===== src/rtl/frame_receiver.sv =====
// Captures one fixed-length big-endian byte frame into a 256x16 buffer, read back via a 1-cycle registered port.
// Latency: one byte per clk in, read data one cycle after address; no backpressure, rxd is sampled every cycle.
module frame_receiver #(
  parameter int frame_length = 512
) (
  input  logic        clk,
  input  logic        rst,
  input  logic [7:0]  rxd,
  input  logic        frame_begin,
  input  logic        go,
  output logic        busy,
  output logic        frame_complete,
  input  logic [7:0]  read_addr,
  output logic [15:0] read_data
);

  typedef enum logic [1:0] {
    IDLE,
    WAIT_BEGIN,
    CAPTURE,
    DONE
  } state_t;

  localparam logic [8:0] last_byte = 9'(frame_length - 1);

  state_t      state;
  state_t      state_next;
  logic [8:0]  byte_cnt;
  logic [7:0]  hi_byte;
  logic        take_first;
  logic        take_byte;
  logic        wr_en;
  logic [15:0] mem [256];

  always_ff @(posedge clk or negedge rst) begin
    if (!rst) begin
      state <= IDLE;
    end else begin
      state <= state_next;
    end
  end

  always_comb begin
    state_next     = state;
    busy           = 1'b0;
    frame_complete = 1'b0;
    take_first     = 1'b0;
    take_byte      = 1'b0;
    case (state)
      IDLE: begin
        if (go) state_next = WAIT_BEGIN;
      end
      WAIT_BEGIN: begin
        busy = 1'b1;
        if (frame_begin) begin
          take_first = 1'b1;
          state_next = CAPTURE;
        end
      end
      CAPTURE: begin
        busy      = 1'b1;
        take_byte = 1'b1;
        if (byte_cnt == last_byte) state_next = DONE;
      end
      DONE: begin
        frame_complete = 1'b1;
        if (go) state_next = WAIT_BEGIN;
      end
      default: state_next = IDLE;
    endcase
  end

  // byte_cnt holds the index of the byte arriving this cycle while capturing
  always_ff @(posedge clk or negedge rst) begin
    if (!rst) begin
      byte_cnt  <= '0;
      hi_byte   <= '0;
      read_data <= '0;
    end else begin
      read_data <= mem[read_addr];
      if (take_first) begin
        hi_byte  <= rxd;
        byte_cnt <= 9'd1;
      end else if (take_byte) begin
        if (!byte_cnt[0]) hi_byte <= rxd;
        byte_cnt <= byte_cnt + 9'd1;
      end
    end
  end

  assign wr_en = take_byte & byte_cnt[0];

  // Buffer is deliberately not reset so a frame survives a controller reset
  always_ff @(posedge clk) begin
    if (wr_en) mem[byte_cnt[8:1]] <= {hi_byte, rxd};
  end

endmodule


===== config.mk =====
export PLATFORM = sky130hd
export DESIGN_NAME = frame_receiver
export DESIGN_NICKNAME = d
export VERILOG_FILES = /design/src/rtl/frame_receiver.sv
export SDC_FILE = /design/constraint.sdc
export NUM_CORES = 2
export LEC_CHECK = 0
export CAP_MARGIN = 30
export CORE_ASPECT_RATIO = 1.2
export CORE_MARGIN = 5
export CORE_UTILIZATION = 50
export CTS_CLUSTER_DIAMETER = 120
export DETAILED_ROUTE_END_ITERATION = 8
export GPL_TIMING_DRIVEN = 1
export PLACE_DENSITY = 0.76
export SKIP_LAST_GASP = 1
export SLEW_MARGIN = 10
export SYNTH_ARGS = -nofsm -noshare
export SYNTH_HDL_FRONTEND = slang
export SYNTH_SLANG_ARGS = --single-unit

===== constraint.sdc =====
create_clock -name clk -period 11.3 [get_ports clk]
set_input_delay 2.26 -clock clk [delete_from_list [all_inputs] [get_ports clk]]
set_output_delay 2.26 -clock clk [all_outputs]
set_load 0.02 [all_outputs]

; Yosys cells after proc, flatten, opt, wreduce, memory -nomap -nowiden
; Memories as Yosys holds them, arrays and structs flattened. A register that Yosys moved wholly into a read port is not among the register bits.
; Index checks and enable logic that the tools add are counted.
[op_classes]
add_sub_neg = 1
n_eq_ne = 8
n_mux = 16
n_bitwise = 1
reduce_logical = 7
[ops]
columns = op, n
row1 = $mux 8, 3
row2 = $mux 9, 2
row3 = $add 9x1->9 const B, 1
row4 = $eq 9x9->1 const B, 1
row5 = $mux 1, 7
row6 = $mux 2, 3
row7 = $pmux 2 s3, 1
row8 = $eq 2x2->1 const B, 2
row9 = $ne 2x1->1 const B, 2
row10 = $ne 2x2->1 const B, 2
row11 = $reduce_or 2->1, 2
row12 = $reduce_and 3->1, 1
row13 = $eq 2x1->1 const B, 1
row14 = $logic_not 2->1, 1
row15 = $reduce_and 2->1, 1
row16 = $reduce_bool 2->1, 1
row17 = $and 1x1->1, 1
row18 = $logic_not 1->1, 1
[totals]
reg_bits = 19
ramBits = 4096
inputBits = 20
out_inout_bits = 18
memories = 1
[mem_list]
columns = memory, words, width, rd, rd_ports_with_merged_regs, write_ports, line
row1 = mem, 256, 16, 1, 1, 1, 33  ; logic [15:0] mem [256];

; Longest topological paths before layout
[depth]
depth_word = 5
mapped_depth = 12
ltp_nobuf = 7

; Worst setup path after synthesis
; OpenSTA, ideal clock, no wires.
[synth_timing]
kind = input port to flip-flop
from = input port read_addr[0]
to = register read_data[0] (read register of mem)
arrival_time_ps = 4133
required_time_ps = 11181
setup_slack_ps = 7048
cell_stages = 8
path_cell_list = buf_12 buf_12 buf_2 mux4_2 mux4_2 a21oi_1 a22o_1 nor3_2
[synth_lines]
columns = item, line
row1 = from (decl), 13  ; input logic [7:0] read_addr,
row2 = to (decl), 14  ; output logic [15:0] read_data

==> impl_metrics.yaml <==
grt:
  antenna_found_initial: 12
  grt_start_max_net_pins: 193
  grt_pass1_wl_um: 593000
  grt_overflow: 0
  grt_pass1_vias: 81649
  grtUsageTotal_pct: 24.5
drt:
  finalWirelength_um: 413000
  first_pass_iters: 9
  drt-vias-per-instance: 6.56
  drt_iter0_drc: 12483
  drcViolationCount: 0
  wl_per_cell_um: 33.4
  num_vias: 80914
  final_antenna_net_count: 0
timing:
  finalCritPeriodShare_pct: 56.2
  report.final.slew_viol_count: 0
  setup_tns_ns: 0
  hold_viol: 0
  setup_viol: 0
  max_slew_margin_pct: 18.2
  fin_skew_ns: 0.0611
  setup_ws_ns: 4.95
  period_minus_slack_ns: 6.35
  rsz0062_at_grt: "no"
  max_freq_ghz: 0.157
  worst_slew_pin_slew_ns: 1.23
outcome:
  status: "finished, final reports clean"
min_path:
  hold_path_class: "reg -> reg"
power_and_ir_drop:
  irDropWorstVdd_mv: 0.202
  power_leakage_nw: 56.3
  power.total_w: 0.0337
  powerDensity_mw_per_mm2: 188
die:
  core_area_mm2: 0.319
  start_util_pct: 50.3
  die_area_mm2: 0.332
  fp.dieH_um: 631
  rows: 227
  fp.dieW_um: 527
  io_pins: 38
layout:
  final_core_util_pct: 56.0
  fillers: 22463
  design_area_mm2: 0.179
  layout-drive-gt1-share_pct: 23.7
  synthToLayoutAreaGrowth_pct: 11.5
  nets: 7823
logic_synthesis:
  synth_nets: 7470
  async_flop_share_pct: 0.847
  syn_area_mm2: 0.160
  netlist_top_cells_count: "edfxtp_1, mux4_2, mux2i_1"
  synth_top_area_cell: "edfxtp_1"
  synth-edff-count: 4096
  synthesis.instances: 7445
  ys.warnings.count: 0
  ys_seq_area_share_pct: 77.2
  synth_ff_type: "edfxtp_1"
  yosysUniqueCellTypes: 67
  syn_area_per_cell_um2: 21.6
  synth_area_leaders: "edfxtp_1, mux4_2, mux2i_1, o221ai_1, nor2_1"
  yosysMostFrequentCell: "edfxtp_1"
  synth_top_area_share_pct: 76.7
  ys_ff_latch: 4131
clock_network:
  cts.sinks: 4131
  clk_path_buf_depth: 4
  post_cts_buffers: 0
  cts_made_buffers: 372
  path_clk_slew_ns: 0.06
  hold_buffers: 0
  cts-root-buf: "clkbuf_16"
  cts_max_level: 5
  cts_tree: "built"
  insertion_delay_ns: 0.92
  cts_resized: 0
worst_setup_path:
  critical_path.startpoint_type: "primary input"
  cp_slowest_cell: "buf_4"
  end_kind: "register"
  cp_max_fo: 96
  cp_common_cell: "buf_4"
  crit_chain: "buf_16, buf_4, buf_4, mux2i_1, o221ai_1, o22ai_1, o21ai_0, nand4_1, nor3_2"
  crit_type: "in -> reg"
  cp_slowest_stage_delay_ns: 0.85
  crit_required_ns: 12.10
  crit_arrival_ns: 7.15
placement:
  gp_congestion: 0.890
  port_buffers: 37
  dp_hpwl_um: 240000
  place_worst_setup_slack_ns: 4.11
  dpl-instance-area_mm2: 0.166
flow_run:
  cap_violations: 0
==> power by group <==
| group | internal, W | switching [W] |
|---|---|---|
| sequential | 0.0181 | 0.000403 |
| combinational | 0.000666 | 0.00189 |
| clock | 0.00720 | 0.00548 |
| total | 0.0259 | 0.00777 |
==> critical path, delay by kind of cell <==
kind,cells,cell delay [ns]
buffers and inverters,3,2.02
AOI/OAI and AO/OA,3,1.27
and+or+nand+nor,2,1.12
muxes,1,0.17
==> path summary, 6_finish.rpt <==
path,slack [ns],depth (start not counted),start,end
max in group asynchronous,9.00,2,rst,hi_byte[1]$_DFFE_PN0P_
max reg2reg,7.06,9,state[0]$_DFFE_PN0P_,mem[219][9]$_DFFE_PP_
min in group asynchronous,1.55,2,rst,read_data[2]$_DFF_PN0_
min reg2reg,0.60,2,state[1]$_DFFE_PN0P_,state[1]$_DFFE_PN0P_
max,4.95,9,read_addr[0],read_data[11]$_DFF_PN0_
min,0.60,2,state[1]$_DFFE_PN0P_,state[1]$_DFFE_PN0P_
==> cell usage in the layout, fill, tap and decap left out, types with 14 or more instances in the layout <==
cell type        instances
or3_1                   26
clkdlybuf4s50_1         22
a22o_1                  40
nor4_1                  27
clkinv_2                58
nor2_1                 289
a21oi_1                167
mux4_1                  19
a221oi_1                18
clkinvlp_4              15
o22ai_1                157
buf_4                  359
clkbuf_1                83
edfxtp_1              4096
clkinv_1                63
o221ai_2                22
nand3_1                 22
buf_8                   19
mux2i_1                484
mux4_2                 805
a211oi_1                14
mux2_2                  42
a221o_1                 26
nand4_1                 20
clkbuf_16              384
o221ai_1               159
nor3_1                  62
bufinv_16               39
dfrtp_1                 27
or2_2                   33
o21ai_0                 42
nor2_2                  21
o311ai_0                20
a22oi_1                118
nand2_1                 50
buf_12                  21
==> logic make-up (layout without fill, tap and decap cells) <==
kind of cell / after synthesis / in the layout / synth area share, %
XOR/XNOR: 5 / 5 / 0.0273
adder cells (fa/ha/maj): 5 / 5 / 0.0390
multiplexers: 1350 / 1350 / 14.9
flip-flops: 4131 / 4131 / 77.2
buffers and inverters: 473 / 1123 / 2.02
AND/OR/NAND/NOR: 631 / 631 / 1.90
other: 0 / 12 / 0
AO/OA/AOI/OAI: 850 / 850 / 3.89
==> metal layers <==
layer  GRT usage [%]  up-vias  share of wire, %  wire length, µm
met1            31.4    42052                34           139000
li1                -    32252                 -                -
met5               0        -            0.0029               12
met2            39.3     5608                48           200000
met3            5.24     1000                11            45700
met4            14.1        2               6.8            28100
==> sequential cells by signal, summed over array words and instances, names as in the netlist <==
signal,flops
mem,4096
read_data,16
byte_cnt,9
hi_byte,8
state,2
==> through the flow <==
step | hold WS (ns) | std cells
after global placement | 0.554 | 11621
after detailed placement | 0.585 | 11645
final | 0.602 | 12343
after CTS | 0.602 | 12316
after floorplan | 0.493 | 7445
after global routing | 0.637 | 12335
==> cell type report <==
type / instances / area (µm²) / share of cell area (%)
diodes: 12 / 30.0 / 0.0168
multi-input cells: 2841 / 33500 / 18.7
clock buffers: 478 / 10100 / 5.63
clock inverters: 193 / 2060 / 1.15
flip-flops and latches: 4131 / 124000 / 69.3
well taps: 4236 / 5300 / 2.96
inverters: 8 / 40.0 / 0.0224
repair buffers: 444 / 4010 / 2.24
Note: power is estimated with default switching activity, not from simulation.
